**config.mk**
```make
export PLATFORM = sky130hd
export DESIGN_NAME = mem_port_arbiter
export DESIGN_NICKNAME = d
export VERILOG_FILES = /design/src/rtl/mem_port_arbiter_pkg.sv /design/src/rtl/mem_port_arbiter_rr_arb2.sv /design/src/rtl/mem_port_arbiter.sv
export SDC_FILE = /design/constraint.sdc
export NUM_CORES = 1
export LEC_CHECK = 0
export CORE_ASPECT_RATIO = 1.75
export CORE_MARGIN = 2
export CORE_UTILIZATION = 44
export CTS_CLUSTER_DIAMETER = 200
export DETAILED_ROUTE_END_ITERATION = 10
export GPL_TIMING_DRIVEN = 0
export PLACE_DENSITY_LB_ADDON = 0.15
export SETUP_SLACK_MARGIN = 0.15
export SKIP_LAST_GASP = 1
export SYNTH_ARGS = -nofsm -noshare
export SYNTH_HDL_FRONTEND = slang
export SYNTH_SLANG_ARGS = --single-unit
```
**constraint.sdc**
```tcl
create_clock -name clk -period 2.25 [get_ports clk]
set_input_delay 0.3375 -clock clk [delete_from_list [all_inputs] [get_ports clk]]
set_output_delay 0.3375 -clock clk [all_outputs]
set_load 0.005 [all_outputs]
```
**src/rtl/mem_port_arbiter_pkg.sv**
```systemverilog
// Shared types and constants for the two-port data-RAM arbiter.
// Holds the FSM state encoding, port indices and default widths.
package mem_arb_pkg;

  localparam int unsigned DEF_ADDR_W = 8;
  localparam int unsigned DEF_DATA_W = 8;
  localparam int unsigned DEF_LEN_W  = 4;
  localparam int unsigned NUM_PORTS  = 2;

  localparam logic PORT_CPU = 1'b0;
  localparam logic PORT_DMA = 1'b1;

  typedef enum logic [1:0] {
    IDLE  = 2'd0,
    BURST = 2'd1,
    DONE  = 2'd2
  } state_t;

  // One-hot strobe vector for a port index.
  function automatic logic [NUM_PORTS-1:0] port_onehot(input logic port);
    port_onehot = (port == PORT_DMA) ? 2'b10 : 2'b01;
  endfunction

endpackage

```
**src/rtl/mem_port_arbiter_rr_arb2.sv**
```systemverilog
// Two-way round-robin pick: a lone request wins, a tie goes to the pointer.
// Purely combinational; the pointer register is owned by the caller.
module rr_arb2
  import mem_arb_pkg::*;
(
  input  logic [NUM_PORTS-1:0] req_i,
  input  logic                 ptr_i,
  output logic [NUM_PORTS-1:0] gnt_o,
  output logic                 valid_o
);

  always_comb begin
    gnt_o = req_i;
    if (&req_i) begin
      gnt_o = port_onehot(ptr_i);
    end
  end

  assign valid_o = |req_i;

endmodule

```
**src/rtl/mem_port_arbiter.sv**
```systemverilog
// Shares the single-ported 256x8 data RAM between the CPU LSU (port 0) and the
// DMA/debug loader (port 1), issuing 1..16-beat incrementing bursts.
module mem_port_arbiter
  import mem_arb_pkg::*;
#(
  parameter int unsigned ADDR_W = DEF_ADDR_W,
  parameter int unsigned DATA_W = DEF_DATA_W,
  parameter int unsigned LEN_W  = DEF_LEN_W
) (
  input  logic                 clk,
  input  logic                 rst,
  input  logic [NUM_PORTS-1:0] req_i,
  input  logic [NUM_PORTS-1:0] we_i,
  input  logic [ADDR_W-1:0]    addr0_i,
  input  logic [ADDR_W-1:0]    addr1_i,
  input  logic [LEN_W-1:0]     len0_i,
  input  logic [LEN_W-1:0]     len1_i,
  input  logic [DATA_W-1:0]    wd0_i,
  input  logic [DATA_W-1:0]    wd1_i,
  output logic [NUM_PORTS-1:0] gnt_o,
  output logic [NUM_PORTS-1:0] ack_o,
  output logic [NUM_PORTS-1:0] rvalid_o,
  output logic [DATA_W-1:0]    rd_o,
  output logic [NUM_PORTS-1:0] done_o,
  output logic [ADDR_W-1:0]    mem_a_o,
  output logic [DATA_W-1:0]    mem_wd_o,
  output logic                 mem_we_o,
  input  logic [DATA_W-1:0]    mem_rd_i
);

  state_t               state_q, state_d;
  logic                 ptr_q, ptr_d;
  logic                 own_q, own_d;
  logic                 bwe_q, bwe_d;
  logic [LEN_W-1:0]     len_q, len_d;
  logic [LEN_W-1:0]     beat_q, beat_d;

  logic [NUM_PORTS-1:0] gnt_d, ack_d, rvalid_d, done_d;
  logic [DATA_W-1:0]    rd_d;
  logic [ADDR_W-1:0]    mem_a_d;
  logic                 mem_we_d;

  logic [NUM_PORTS-1:0] win_gnt;
  logic                 win_valid;
  logic                 win_port;

  rr_arb2 u_arb (
    .req_i   (req_i),
    .ptr_i   (ptr_q),
    .gnt_o   (win_gnt),
    .valid_o (win_valid)
  );

  assign win_port = win_gnt[1];

  // Write data is steered straight through from the owner; idle drives zero.
  assign mem_wd_o = (state_q == BURST) ? ((own_q == PORT_DMA) ? wd1_i : wd0_i)
                                       : '0;

  // Next-state and next-output decode; every output flop is fed from here.
  always_comb begin
    state_d  = state_q;
    ptr_d    = ptr_q;
    own_d    = own_q;
    bwe_d    = bwe_q;
    len_d    = len_q;
    beat_d   = beat_q;
    gnt_d    = '0;
    ack_d    = '0;
    rvalid_d = '0;
    done_d   = '0;
    mem_we_d = 1'b0;
    mem_a_d  = mem_a_o;
    rd_d     = rd_o;

    unique case (state_q)
      IDLE: begin
        if (win_valid) begin
          own_d    = win_port;
          bwe_d    = (win_port == PORT_DMA) ? we_i[1] : we_i[0];
          len_d    = (win_port == PORT_DMA) ? len1_i : len0_i;
          beat_d   = '0;
          mem_a_d  = (win_port == PORT_DMA) ? addr1_i : addr0_i;
          mem_we_d = bwe_d;
          gnt_d    = win_gnt;
          ack_d    = win_gnt;
          state_d  = BURST;
        end
      end

      BURST: begin
        if (!bwe_q) begin
          rd_d     = mem_rd_i;
          rvalid_d = port_onehot(own_q);
        end
        if (beat_q == len_q) begin
          done_d  = port_onehot(own_q);
          state_d = DONE;
        end else begin
          // Address wraps naturally at ADDR_W bits.
          beat_d   = beat_q + LEN_W'(1);
          mem_a_d  = mem_a_o + ADDR_W'(1);
          mem_we_d = bwe_q;
          gnt_d    = port_onehot(own_q);
          ack_d    = port_onehot(own_q);
        end
      end

      DONE: begin
        ptr_d   = ~own_q;
        state_d = IDLE;
      end

      default: begin
        state_d = IDLE;
      end
    endcase
  end

  always_ff @(posedge clk or negedge rst) begin
    if (!rst) begin
      state_q  <= IDLE;
      ptr_q    <= PORT_CPU;
      own_q    <= PORT_CPU;
      bwe_q    <= 1'b0;
      len_q    <= '0;
      beat_q   <= '0;
      gnt_o    <= '0;
      ack_o    <= '0;
      rvalid_o <= '0;
      done_o   <= '0;
      rd_o     <= '0;
      mem_a_o  <= '0;
      mem_we_o <= 1'b0;
    end else begin
      state_q  <= state_d;
      ptr_q    <= ptr_d;
      own_q    <= own_d;
      bwe_q    <= bwe_d;
      len_q    <= len_d;
      beat_q   <= beat_d;
      gnt_o    <= gnt_d;
      ack_o    <= ack_d;
      rvalid_o <= rvalid_d;
      done_o   <= done_d;
      rd_o     <= rd_d;
      mem_a_o  <= mem_a_d;
      mem_we_o <= mem_we_d;
    end
  end

endmodule

```
Word-level counts from Yosys, hierarchy flattened
Cells that the tools add are included.
{"block": "classes", "n_eq_ne": 6, "div_mod_pow": 0, "n_bitwise": 2, "n_addsub": 2, "mux": 27, "n_mul": 0, "shift": 0, "n_lt_le_gt_ge": 0, "reduce_logical": 8}
{"cell": "8-bit two-way mux", "n": 5}
{"cell": "2-bit two-way mux", "n": 11}
{"cell": "8-bit case mux with 2 select lines", "n": 1}
{"cell": "4-bit two-way mux", "n": 3}
{"cell": "8-bit by 1-bit adder with 8-bit output (second input constant)", "n": 1}
{"cell": "2-bit case mux with 2 select lines", "n": 2}
{"cell": "4-bit case mux with 2 select lines", "n": 1}
{"cell": "2-bit AND reduction", "n": 4}
{"cell": "4-bit by 1-bit adder with 4-bit output (second input constant)", "n": 1}
{"cell": "4-bit equality test", "n": 1}
{"cell": "2-bit by 1-bit != test with 1-bit output (second input constant)", "n": 2}
{"cell": "1-bit two-way mux", "n": 3}
{"cell": "3-bit AND reduction", "n": 1}
{"cell": "2-bit by 1-bit equality test with 1-bit output (second input constant)", "n": 1}
{"cell": "2-bit equality test (second input constant)", "n": 1}
{"cell": "2-bit logical NOT", "n": 1}
{"cell": "2-bit != test (second input constant)", "n": 1}
{"cell": "1-bit inverter", "n": 2}
{"cell": "1-bit case mux with 2 select lines", "n": 1}
{"cell": "2-bit nonzero test", "n": 1}
{"cell": "2-bit OR reduction", "n": 1}
{"block": "word_totals", "ff_bits": 36, "mem_bits_ro": 0, "latchBits": 0, "ramBits": 0, "word_cells": 57, "input_bits": 54, "n_memories": 0}

Depth between registers and ports, before layout
{"block": "logic_depth", "ltp_word": 5, "ltp_mapped": 6, "depth_no_buf": 6}

Hierarchy
A second synthesis with hierarchy kept.
{"block": "unflattened", "hier_cells": 182, "area_unflattened_um2": 1933.1}
{"module": "mem_port_arbiter", "seq_area_each_um2": 900.9, "instances": 1, "area_each_um2": 1908.1, "cells_per_inst": 178}
{"module": "rr_arb2", "seq_area_each_um2": 0.0, "instances": 1, "area_each_um2": 25.0, "cells_per_inst": 4}

Least setup slack after synthesis
Ideal clock, no wire load.
{"block": "synth_timing", "kind": "reg2reg", "start": "register state_q[1]", "end": "register mem_a_o[0]", "setup_slack_ns": 0.782, "arrival_ns": 1.344, "t_required_ns": 2.126, "period_less_slack_ns": 1.468, "setup_ns": 0.124, "stages_incl_launch_ff": 6, "path_buffers": 1, "path_cell_list": "dfrtp_1 nand2b_1 a41o_1 and2_4 buf_6 a211o_1"}
{"block": "synth_between", "elab_chain_cells": 3, "elab_cells_between_ends": 7, "cone_classes": "3 x eq/ne; 1 x mux; 3 x reduce/logical"}
{"element": "from (decl)", "line": "mem_port_arbiter.sv:31", "rtl": "state_t state_q, state_d;"}
{"element": "from (signal assigned)", "line": "mem_port_arbiter.sv:136", "rtl": "state_q <= state_d;"}
{"element": "2-bit by 1-bit equality test with 1-bit output / 2-bit logical NOT (equally long branches)", "line": "mem_port_arbiter.sv:76", "rtl": "unique case (state_q)"}
{"element": "2-bit != test (no line), or another cell as far along"}
{"element": "3-bit AND reduction (no line)"}
{"element": "to (signal assigned)", "line": "mem_port_arbiter.sv:147", "rtl": "mem_a_o <= mem_a_d;"}
{"element": "to (decl)", "line": "mem_port_arbiter.sv:25", "rtl": "output logic [ADDR_W-1:0] mem_a_o,"}
Parallel ways exist; a longest one is shown, timed or not.
A chain may end at the register's enable or synchronous reset.

Final worst setup path
{"block": "layout_timing", "start": "register state_q[1]", "end": "output port mem_wd_o[3]"}
{"block": "layout_between", "elab_chain_cells": 2}
{"element": "2-bit by 1-bit equality test with 1-bit output", "line": "mem_port_arbiter.sv:57", "rtl": "assign mem_wd_o = (state_q == BURST) ? ((own_q == PORT_DMA) ? wd1_i : wd0_i)"}
{"element": "8-bit two-way mux", "line": "mem_port_arbiter.sv:57"}
{"element": "to (decl)", "line": "mem_port_arbiter.sv:26", "rtl": "output logic [DATA_W-1:0] mem_wd_o,"}
Every way passes these cells.

==> results.py <==
metrics = {
    "global_routing": {
        "grt_pass1_vias": 1686,
        "grt_max_degree": 37,
        "grt_antenna_before_repair": 0,
        "grt_overflow": 0,
        "grt_use_total_pct": 22.61,
        "grt_pass1_wl_mm": 7.734,
    },
    "floorplan": {
        "initial_utilization_pct": 45.28,
        "fp.dieW_um": 52.94,
        "core_area_um2": 4073,
        "dieArea_um2": 4746,
        "die_h_um": 89.65,
        "row_count": 31,
        "io_pins": 87,
    },
    "place": {
        "port-buffer-count": 86,
        "hpwl_mm": 3.802,
        "gp_congestion": 0.7754,
    },
    "cells_and_area": {
        "drive_gt1_share_pct": 12.59,
        "area_delta_synth_final_pct": 56.99,
        "antenna_cells": 0,
        "final_net_count": 325,
    },
    "power_and_ir_drop": {
        "intPower_mw": 2.603,
        "seqPwrFrac_pct": 29.6,
        "switching_power_mw": 1.509,
        "powerDensity_nw_per_um2": 1420,
        "comb_power_share_pct": 56.9,
        "power.clock.fraction_pct": 13.6,
        "total_power_mw": 4.112,
        "switching_share_pct": 36.69,
        "peakVddDrop_mv": 1.052,
        "leakage_nw": 1.276,
    },
    "detailed_routing": {
        "postRouteAntennaNets": 0,
        "vias_per_cell": 5.301,
        "vias": 1691,
        "top_layer_used": "met4",
        "drt-met1-wl_mm": 1.705,
        "wirelength_mm": 4.758,
        "first_pass_iters": 4,
        "drtIter0Drc": 32,
        "wire_per_inst_um": 14.92,
        "wl_met2_mm": 2.677,
        "drc": 0,
        "routed-wl-met3_um": 269,
    },
    "cts": {
        "cts_tree": "yes",
        "clock_latency_ns": 0.29,
        "cts_buffers": 5,
        "cts_buffer_depth": 2,
        "path_clk_slew_ns": 0.07,
        "cts-root-buf": "clkbuf_8",
        "cts_sinks": 36,
        "htreeDepth": 2,
    },
    "timing": {
        "max_freq_ghz": 0.4942,
        "tightest_slew_ns": 0.8321,
        "maxSlewViolCount": 0,
        "finalClockSkew_ns": 0.008371,
        "hold_viol": 0,
        "tns_ns": 0,
        "post-route-min-period_ns": 2.023,
        "slew_headroom_pct": 44.10,
        "rsz0062_at_grt": "false",
        "final-setup-viol-count": 0,
        "fin_crit_sh_pct": 89.93,
    },
    "flow_run": {
        "max_cap_viol_count": 0,
    },
    "synth": {
        "syn_area_um2": 1844,
        "synth_nets": 232,
        "ys_async_sr_fraction_pct": 100.0,
        "post-synth-top-count-cell": "dfrtp_1",
        "seq_area_frac_synth_pct": 48.85,
        "synth-main-ff-cell": "dfrtp_1",
        "avgSynthCellArea_um2": 10.48,
        "synth_top_area_share_pct": 48.85,
        "ys_types": 41,
        "synthTopCellsByArea": "dfrtp_1 49%, mux2i_1 7.1%, mux2_2 6.7%",
        "yosys.area.top_type": "dfrtp_1",
        "synth_seq_cells": 36,
        "synth-edff-count": 0,
        "netlist_top_cells_count": "36 x dfrtp_1, 18 x nor2_1, 13 x mux2i_1, 13 x nand2_1, 11 x mux2_2",
        "yosys_warnings": 0,
        "synthCells": 176,
    },
    "worst_setup_path": {
        "worst_setup_path_start_kind": "flip-flop",
        "r2r_end": "beat_q[3]",
        "required_ns": 1.91,
        "critPathKind": "reg2out",
        "reg2reg_depth": 7,
        "worstSetupEndpointType": "output port",
        "r2r_slack_ns": 0.55,
        "cp.arrival_ns": 1.69,
        "crit_fanout": 19,
        "r2r-start": "state_q[1]",
    },
    "run_status": {
        "status": "finished, final reports clean",
    },
    "min_path": {
        "hp-class": "in2async",
    },
}
==> cells in the final DEF (no fill, tap or decap), types with 2 or more instances in the layout <==
cell / netlist / layout
nor2b_1: 2 / 2
ha_1: 2 / 2
clkdlybuf4s50_1: 0 / 84
nor3_1: 6 / 6
nor2_1: 18 / 18
dfrtp_1: 36 / 36
a21o_1: 5 / 5
xnor2_1: 4 / 4
and2_1: 4 / 4
nand3_1: 3 / 3
a22o_1: 2 / 2
o22a_1: 3 / 3
inv_1: 4 / 4
mux2i_1: 13 / 13
o21ai_0: 8 / 8
buf_4: 2 / 4
nand4_1: 2 / 2
clkbuf_8: 0 / 5
a22oi_1: 4 / 4
a21oi_1: 8 / 8
nand2_1: 13 / 13
mux2_2: 11 / 11
o21ai_1: 2 / 2
buf_6: 1 / 3
clkbuf_1: 2 / 2
buf_2: 4 / 3
==> metrics by stage <==
stage	hold slack (ns)	area, um^2	util [%]	instances	setup slack (ns)
final	0.1259	2895	71.09	319	0.2266
after global routing	0.1996	2895	71.09	319	0.1526
after CTS	0.1474	2884	70.81	318	0.1594
after detailed placement	0.4633	2761	67.80	311	0.1044
after global placement	0.4793	2766	67.93	311	0.08147
after floorplan	0.04191	1844	-	176	0.7817
==> registers in the layout, summed over array words and instances, names as in the netlist <==
signal and flops:
ack_o 2, beat_q 4, bwe_q 1, done_o 2, len_q 4, mem_a_o 8, mem_we_o 1, own_q 1
ptr_q 1, rd_o 8, rvalid_o 2, state_q 2
==> repair_timing <==
| item | in CTS | in global routing |
|---|---|---|
| endpoints found under the setup margin | 8 | 3 |
| setup buffers | 0 | 1 |
| hold endpoints to repair | 0 | 0 |
| hold buffers | 0 | 0 |
| resized for setup | 7 | 2 |
==> critical path, cell delays in order, from the launching register on <==
cell             delay (ns)
dfrtp_1                0.41
nand2b_4               0.16
buf_6                  0.17
nor2_1                 0.12
clkdlybuf4s50_1        0.53
==> cells by family after synthesis <==
kind of cell / Yosys count / synth area share [%]
AND/OR/NAND/NOR: 54 / 13.77
AO/OA/AOI/OAI: 42 / 16.42
flip-flops: 36 / 48.85
multiplexers: 24 / 13.77
buffers and inverters: 14 / 3.934
XOR/XNOR: 4 / 1.899
adder cells (fa/ha/maj): 2 / 1.357
==> power groups by stage <==
stage | Combinational, mW | Clock [mW] | Sequential (mW)
floorplan | 1.33 | 0 | 1.20
global placement | 2.26 | 0 | 1.21
detailed placement | 2.32 | 0 | 1.22
CTS | 2.35 | 0.564 | 1.22
global route | 2.59 | 0.591 | 1.26
finish | 2.34 | 0.558 | 1.22
==> area by class of cell <==
cell class              instances  area [um^2]
clock inverters                 2        35.03
multi-input cells             126        878.3
plain buffers                   9        70.07
well taps                      49        61.31
clock buffers                   6        72.57
repair buffers                 87        862.1
fillers                       319         1177
inverters                       4        15.01
flip-flops and latches         36        900.9
==> routing by layer <==
layer	global-route usage, %	up-vias
met1	23.41	800
met4	9.091	0
met3	4.636	10
met2	42.84	64
li1	-	817
met5	0	-
==> worst max path at each step <==
stage / startpoint / endpoint / slack, ns
after global placement: rst / mem_a_o[1] / 0.08
after global routing: own_q / mem_wd_o[5] / 0.15
final: state_q[1] / mem_wd_o[3] / 0.23
after detailed placement: state_q[1] / mem_wd_o[3] / 0.10
after floorplan: state_q[1] / mem_a_o[0] / 0.78
after CTS: own_q / mem_wd_o[5] / 0.16
Note: power is estimated with default switching activity, not from simulation.
